### config.mk
export PLATFORM = sky130hd
export DESIGN_NAME = multi_lock
export DESIGN_NICKNAME = d
export VERILOG_FILES = /design/src/rtl/multi_lock_pkg.sv /design/src/rtl/lock_waiter_fifo.sv /design/src/rtl/multi_lock.sv
export SDC_FILE = /design/constraint.sdc
export NUM_CORES = 1
export LEC_CHECK = 0
export ABC_AREA = 1
export CORE_ASPECT_RATIO = 0.6
export CORE_MARGIN = 2
export CORE_UTILIZATION = 50
export CTS_BUF_LIST = sky130_fd_sc_hd__clkbuf_2
export CTS_CLUSTER_DIAMETER = 80
export DETAILED_ROUTE_END_ITERATION = 6
export PLACE_DENSITY_LB_ADDON = 0.08
export SYNTH_ARGS = -nofsm -noshare
export SYNTH_HDL_FRONTEND = slang
export SYNTH_SLANG_ARGS = --single-unit
### constraint.sdc
create_clock -name ap_clk -period 3.7 [get_ports ap_clk]
set_input_delay 0.925 -clock ap_clk [delete_from_list [all_inputs] [get_ports ap_clk]]
set_output_delay 0.925 -clock ap_clk [all_outputs]
set_load 0.005 [all_outputs]
### src/rtl/multi_lock_pkg.sv
// multi_lock_pkg -- shared definitions for the multi_lock arbiter.
//   Command codes carried in inStream_TDATA[7:0], ack codes returned on
//   outStream_TDATA, and the request-processing FSM state encoding.
`timescale 1ns/1ps
package multi_lock_pkg;

   localparam logic [7:0] CMD_LOCK   = 8'h04;
   localparam logic [7:0] CMD_UNLOCK = 8'h06;

   localparam logic [7:0] ACK_GRANT  = 8'h01;
   localparam logic [7:0] ACK_REFUSE = 8'h00;

   typedef enum logic [1:0] {
      ST_IDLE = 2'd0,   // waiting for a request
      ST_EVAL = 2'd1,   // request latched, lock table being updated
      ST_ACK  = 2'd2    // ack presented, waiting for the consumer
   } lockState_t;

endpackage

### src/rtl/lock_waiter_fifo.sv
// lock_waiter_fifo -- FIFO of requester IDs waiting for one lock.
//   Ports:
//     ap_clk, ap_rst   clock, asynchronous active-high reset (empties FIFO)
//     push, pushData   enqueue pushData (ignored when full)
//     pop              dequeue head (ignored when empty)
//     head             oldest waiter, valid while empty is low
//     full, empty      occupancy flags
//   DEPTH must be a power of two >= 2 so the pointers wrap naturally.
`timescale 1ns/1ps
module lock_waiter_fifo #(
   parameter int DEPTH = 4,
   parameter int W     = 4
) (
   input  logic         ap_clk,
   input  logic         ap_rst,
   input  logic         push,
   input  logic [W-1:0] pushData,
   input  logic         pop,
   output logic [W-1:0] head,
   output logic         full,
   output logic         empty
);

   localparam int PW = $clog2(DEPTH);

   logic [W-1:0]  mem [DEPTH];
   logic [PW-1:0] wrPtr;
   logic [PW-1:0] rdPtr;
   // One extra bit so a full FIFO is distinguishable from an empty one
   // even though the pointers are equal in both cases.
   logic [PW:0]   count;
   logic          doPush;
   logic          doPop;

   assign doPush = push && !full;
   assign doPop  = pop && !empty;

   always_ff @(posedge ap_clk or posedge ap_rst) begin
      if (ap_rst) begin
         wrPtr <= '0;
         rdPtr <= '0;
         count <= '0;
      end else begin
         if (doPush) wrPtr <= wrPtr + PW'(1);
         if (doPop)  rdPtr <= rdPtr + PW'(1);
         case ({doPush, doPop})
            2'b10:   count <= count + (PW+1)'(1);
            2'b01:   count <= count - (PW+1)'(1);
            default: count <= count;
         endcase
      end
   end

   // Storage needs no reset: an entry is only read after it was written.
   always_ff @(posedge ap_clk) begin
      if (doPush) mem[wrPtr] <= pushData;
   end

   assign head  = mem[rdPtr];
   assign full  = (count == (PW+1)'(DEPTH));
   assign empty = (count == '0);

endmodule

### src/rtl/multi_lock.sv
// multi_lock -- lock arbiter serving NUM_LOCKS independent locks over a
// request/ack stream pair.
//   Ports:
//     ap_clk, ap_rst      clock, asynchronous active-high reset
//     inStream_*          requests: TDATA[7:0] command, TDATA[15:8] lock ID,
//                         TID requester; TREADY high only when idle
//     outStream_*         acks: TDATA 0x01 granted / 0x00 refused, TDEST
//                         addressed requester
//     bad_unlock          one-cycle pulse when an UNLOCK is rejected
//     dbgState            current FSM state (lockState_t encoding)
//   Build option: define LOCK_QUEUE_EN to queue contending LOCK requests
//   (QUEUE_DEPTH waiters per lock) and hand the lock over on UNLOCK.
`timescale 1ns/1ps
module multi_lock
   import multi_lock_pkg::*;
#(
   parameter int NUM_LOCKS   = 4,
   parameter int ID_W        = 4,
   parameter int QUEUE_DEPTH = 4
) (
   input  logic            ap_clk,
   input  logic            ap_rst,
   input  logic [63:0]     inStream_TDATA,
   input  logic            inStream_TVALID,
   input  logic [ID_W-1:0] inStream_TID,
   output logic            inStream_TREADY,
   output logic [7:0]      outStream_TDATA,
   output logic            outStream_TVALID,
   input  logic            outStream_TREADY,
   output logic [ID_W-1:0] outStream_TDEST,
   output logic            bad_unlock,
   output logic [1:0]      dbgState
);

   // Handshake: a beat transfers on a rising edge where TVALID and TREADY
   // are both high. Once raised, outStream_TVALID/TDATA/TDEST stay put until
   // that transfer; TVALID never waits on TREADY.

   lockState_t state;
   lockState_t nextState;

   logic            rstDone;
   logic            accept;
   logic [7:0]      reqCmd;
   logic [7:0]      reqLock;
   logic [ID_W-1:0] reqTid;

   logic [NUM_LOCKS-1:0] busy;
   logic [ID_W-1:0]      owner [NUM_LOCKS];

   logic [7:0]      ackData;
   logic [ID_W-1:0] ackDest;

   logic            idValid;
   logic            selBusy;
   logic [ID_W-1:0] selOwner;
   logic            lockWr;
   logic            nextBusy;
   logic [ID_W-1:0] nextOwner;
   logic            ackGen;
   logic [7:0]      ackCode;
   logic [ID_W-1:0] ackTo;
   logic            badUnlock;
   logic            unusedBits;

`ifdef LOCK_QUEUE_EN
   logic [NUM_LOCKS-1:0] fifoFull;
   logic [NUM_LOCKS-1:0] fifoEmpty;
   logic [ID_W-1:0]      fifoHead [NUM_LOCKS];
   logic                 selFull;
   logic                 selEmpty;
   logic [ID_W-1:0]      selHead;
   logic                 qPush;
   logic                 qPop;

   for (genvar g = 0; g < NUM_LOCKS; g++) begin : gWait
      lock_waiter_fifo #(
         .DEPTH (QUEUE_DEPTH),
         .W     (ID_W)
      ) uFifo (
         .ap_clk   (ap_clk),
         .ap_rst   (ap_rst),
         .push     (qPush && (reqLock == 8'(g))),
         .pushData (reqTid),
         .pop      (qPop && (reqLock == 8'(g))),
         .head     (fifoHead[g]),
         .full     (fifoFull[g]),
         .empty    (fifoEmpty[g])
      );
   end

   assign unusedBits = ^inStream_TDATA[63:16];
`else
   assign unusedBits = ^{inStream_TDATA[63:16], QUEUE_DEPTH};
`endif

   // Ready is held off until the first edge after reset release.
   assign inStream_TREADY = (state == ST_IDLE) && rstDone;
   assign accept          = inStream_TVALID && inStream_TREADY;

   // Nine-bit compare so NUM_LOCKS = 256 accepts every 8-bit lock ID.
   assign idValid = ({1'b0, reqLock} < 9'(NUM_LOCKS));

   // Select the addressed lock; out-of-range IDs select nothing.
   always_comb begin
      selBusy  = 1'b0;
      selOwner = '0;
`ifdef LOCK_QUEUE_EN
      selFull  = 1'b0;
      selEmpty = 1'b1;
      selHead  = '0;
`endif
      for (int i = 0; i < NUM_LOCKS; i++) begin
         if (reqLock == 8'(i)) begin
            selBusy  = busy[i];
            selOwner = owner[i];
`ifdef LOCK_QUEUE_EN
            selFull  = fifoFull[i];
            selEmpty = fifoEmpty[i];
            selHead  = fifoHead[i];
`endif
         end
      end
   end

   // Next-state and request evaluation.
   always_comb begin
      nextState = state;
      lockWr    = 1'b0;
      nextBusy  = selBusy;
      nextOwner = selOwner;
      ackGen    = 1'b0;
      ackCode   = ACK_REFUSE;
      ackTo     = reqTid;
      badUnlock = 1'b0;
`ifdef LOCK_QUEUE_EN
      qPush     = 1'b0;
      qPop      = 1'b0;
`endif
      case (state)
         ST_IDLE: begin
            if (accept) nextState = ST_EVAL;
         end
         ST_EVAL: begin
            if (reqCmd == CMD_LOCK) begin
               if (!idValid) begin
                  ackGen = 1'b1;
               end else if (!selBusy) begin
                  lockWr    = 1'b1;
                  nextBusy  = 1'b1;
                  nextOwner = reqTid;
                  ackGen    = 1'b1;
                  ackCode   = ACK_GRANT;
               end else begin
`ifdef LOCK_QUEUE_EN
                  // The owner re-locking is refused rather than queued
                  // behind itself.
                  if ((selOwner != reqTid) && !selFull) qPush = 1'b1;
                  else                                  ackGen = 1'b1;
`else
                  ackGen = 1'b1;
`endif
               end
            end else if (reqCmd == CMD_UNLOCK) begin
               if (idValid && selBusy && (selOwner == reqTid)) begin
                  lockWr = 1'b1;
`ifdef LOCK_QUEUE_EN
                  if (!selEmpty) begin
                     // Hand over: lock stays busy, new owner is told.
                     qPop      = 1'b1;
                     nextOwner = selHead;
                     ackGen    = 1'b1;
                     ackCode   = ACK_GRANT;
                     ackTo     = selHead;
                  end else begin
                     nextBusy = 1'b0;
                  end
`else
                  nextBusy = 1'b0;
`endif
               end else begin
                  badUnlock = 1'b1;
               end
            end
            nextState = ackGen ? ST_ACK : ST_IDLE;
         end
         ST_ACK: begin
            if (outStream_TVALID && outStream_TREADY) nextState = ST_IDLE;
         end
         default: nextState = ST_IDLE;
      endcase
   end

   always_ff @(posedge ap_clk or posedge ap_rst) begin
      if (ap_rst) state <= ST_IDLE;
      else        state <= nextState;
   end

   always_ff @(posedge ap_clk or posedge ap_rst) begin
      if (ap_rst) begin
         rstDone <= 1'b0;
         reqCmd  <= '0;
         reqLock <= '0;
         reqTid  <= '0;
         busy    <= '0;
         for (int i = 0; i < NUM_LOCKS; i++) owner[i] <= '0;
         ackData <= ACK_REFUSE;
         ackDest <= '0;
      end else begin
         rstDone <= 1'b1;
         if (accept) begin
            reqCmd  <= inStream_TDATA[7:0];
            reqLock <= inStream_TDATA[15:8];
            reqTid  <= inStream_TID;
         end
         if (lockWr) begin
            for (int i = 0; i < NUM_LOCKS; i++) begin
               if (reqLock == 8'(i)) begin
                  busy[i]  <= nextBusy;
                  owner[i] <= nextOwner;
               end
            end
         end
         if ((state == ST_EVAL) && ackGen) begin
            ackData <= ackCode;
            ackDest <= ackTo;
         end
      end
   end

   assign outStream_TVALID = (state == ST_ACK);
   assign outStream_TDATA  = ackData;
   assign outStream_TDEST  = ackDest;
   assign bad_unlock       = badUnlock;
   assign dbgState         = state;

endmodule
==> run metrics <==
Horiz. Die Dim 95.0 um; max-capacitance violation count 0; Starting Density 53.0%; cells taking the most area after synthesis sky130_fd_sc_hd__dfrtp_1 (48%), sky130_fd_sc_hd__nand2_1 (18%), sky130_fd_sc_hd__nand3_1 (6.5%); Congestion Overflow GR 0; transition at the pin with the smallest max-transition slack 980 ps; fin. max-slew vios 0; endpoint kind of the worst setup timing path output pin; total clock buffers created by CTS 5; # diodes 0; routed length on met1 approximately 2.7 mm; final setup vio count 0; Critical Path Slowest Stage Cell sky130_fd_sc_hd__dfrtp_1; Worst Path Required about 2800 ps; total vias in the final route 2052; Detail Placement HPWL a little over 4 mm; Die Outline Area 0.00556 mm2; quantity of I/O buffers inserted on ports 33; Hold Path Class reg2reg; worst clock skew 24.9 ps; initial antenna violation count 0; delay of the slowest cell on the worst path 490 ps; DRC Markers 0; Peak VDD IR 0.206 mV; CP Launch Type register; wire per inst 13.2 um; count of boundary I/O pins just under 90; sequence of cells on the critical path nor2_1 > nand2_2 > nor2_4 > buf_12 > nand2_1 > nand3_1 > nand2_1 > nand2_1 > nand2_2 > nor2_4 > a21boi_1 > dlymetal6s2s_1; final hold violations 0; worst skew pair latency 430 ps; relative area change from synthesis to final layout 17.5%; setup repair after global routing missed its margin false; Total Wirelength 5.44 mm; arrival time at the worst endpoint 2310 ps; number of global-route vias before repair 1918; most frequent cell after synthesis sky130_fd_sc_hd__nand2_1; pin count of the biggest net entering global routing just under 50; timing-limited maximum frequency approximately 310 MHz; sum of buffers and inverters on the critical path 2; min cycle time layout roughly 3200 ps; share of power burned in registers 58.5%; share of flip-flops with an asynchronous set or reset 100%; power density over the cells 353 mW/mm2; count of routing violations after the opening detailed-route iteration ~120; number of standard-cell rows in the floorplan 19; DR WL met3 502 um; final layout net count 419; Pre-antenna DRT Iters 4; vias per cell 4.99; clock tree from TritonCTS done; number of standard cells after synthesis around 310; Critical Path Fanout Max 8; count of warnings emitted by yosys 0; cell area after synthesis 0.00248 mm2; Syn Area/Cell 7.98 um2; worst relative slew slack roughly a third; Non-Filler Cell Area, Final 0.00292 mm2; Top FF cell, synth sky130_fd_sc_hd__dfrtp_1; buffers from clock root to sink, at most 2; switching power of the nets 329 uW; detailed-routed wire length on met2 between 2 and 2.5 mm; number of enable-type register cells in the synthesized netlist 0; Final Wtd Congestion 0.898; wire length of the first global-routing pass 8.96 mm; ratio of final minimum period to clock period between 80 and 90%; cell family with most CP delay simple AND/OR/NAND/NOR gates; number of nets with antenna violations after routing 0; total global-route track usage 21.5%; clock transition time at the flip-flop clock pins of the worst setup and hold paths approximately 250 ps; clock sink count 48; Static Leak 0.00151 uW; Setup Crit Path Kind reg2out; top layer in use met4; Switching Fraction 32.0%; CTS H-tree lvls 2; proportion of netlist area held by the largest area contributor 48.4%; Core Footprint about 0.0047 mm2; dpl cell area 0.00281 mm2; Synth area leader sky130_fd_sc_hd__dfrtp_1; ranking of synthesized cells by instance count sky130_fd_sc_hd__nand2_1 (118), sky130_fd_sc_hd__dfrtp_1 (48), sky130_fd_sc_hd__nand3_1 (32), sky130_fd_sc_hd__inv_1 (18), sky130_fd_sc_hd__o21ai_0 (17); internal power of the cells 700 uW; register area share after synthesis between 40% and 50%; Crit path top cell by count sky130_fd_sc_hd__nand2_1; vertical extent of the die ~60 um; portion of total power attributed to combinational logic between 20% and 30%; status finished clean; Clk pwr share 20.2%; summed negative setup slack over all endpoints 0 ps; number of distinct library cells after synthesis 28; fraction of layout cells with a size suffix above 1 roughly an eighth; #FFs+latches synth 48; root buffer cell sky130_fd_sc_hd__clkbuf_2
power groups by stage:
stage / clock [uW] / combinational [uW] / sequential (uW)
6_report: 208 / 219 / 602
3_3_place_gp: 0 / 199 / 609
3_5_place_dp: 0 / 204 / 610
5_1_grt: 238 / 247 / 609
2_1_floorplan: 0 / 137 / 604
4_1_cts: 214 / 206 / 600
sequential cells by signal, indices dropped and copies added, names as in the netlist:
signal and cells:
ackTo 4, owner 16, busy 4, dbgState 2, reqCmd 8, outStream_TDEST 4
outStream_TDATA 1, reqLock 8, rstDone 1
cells in the final DEF, fill, tap and decap left out, drive strengths merged:
cell type      count
o21ai             19
nand2            126
conb               8
nand3             36
or2                2
a21boi             1
dlymetal6s2s       1
clkinv             3
nand3b             2
inv               26
clkbuf             5
nor3b              1
o31ai              1
nor3               3
buf                4
nor2              19
a21oi              4
nand4              7
clkdlybuf4s50     32
dfrtp             48
worst paths after layout:
| kind | depth (start not counted) | startpoint | to | slack (ps) |
|---|---|---|---|---|
| worst min-delay path | 2 | owner[1] | owner[1] | 510 |
| worst max-delay path | 12 | reqLock[1] | bad_unlock | 470 |
| max in group asynchronous | 2 | ap_rst | reqCmd[2] | 2080 |
| worst max register to register | 15 | reqLock[1] | owner[7] | 1200 |
| worst min register to register | 2 | owner[1] | owner[1] | 510 |
| min in group asynchronous | 2 | ap_rst | owner[7] | 990 |
cell type report:
cell class | instances | area, um2
clock inverters | 3 | 13.8
clock buffers | 5 | 25.0
fillers | 444 | 1770
flip-flops and latches | 48 | 1200
well taps | 63 | 78.8
repair buffers | 37 | 375
inverters | 26 | 97.6
multi-input cells | 229 | 1120
tightest hold or removal path, delay by kind of cell (launching register included):
family | cells | cell delay, ps
DFF | 1 | 400
and+or+nand+nor | 2 | 110
layer usage:
layer / global-route usage (%) / up-vias
li1: - / 1052
met1: 32.1 / 936
met2: 30.3 / 59
met3: 7.43 / 5
met4: 4.97 / 0
met5: 0 / -
stage by stage:
| step | power, uW | worst slack, ps | cells | hold WS, ps | util, % |
|---|---|---|---|---|---|
| final | 1030 | 469 | 411 | 508 | 62.3 |
| after global routing | 1090 | 265 | 411 | 525 | 62.3 |
| after CTS | 1020 | 28.8 | 408 | 513 | 61.0 |
| after detailed placement | 814 | 489 | 399 | 463 | 60.1 |
| after global placement | 808 | 505 | 399 | 455 | 60.1 |
| after floorplan | 741 | 1240 | 317 | 433 | - |
kinds of logic after synthesis:
logic type,Yosys count,share of synthesized area [%]
compound gates,25,5.24
flops,48,48.4
simple gates,196,38.1
other cells,2,0.303
buf+inv,40,8.01
repair_timing:
| item | in CTS | in global routing |
|---|---|---|
| pin swaps | 2 | 6 |
| setup buffers | 1 | 3 |
| gates resized for setup | 1 | 7 |
| setup endpoints to repair | 1 | 1 |
| hold buffers | 0 | 0 |
No activity file was read; power rests on OpenSTA's default activity.
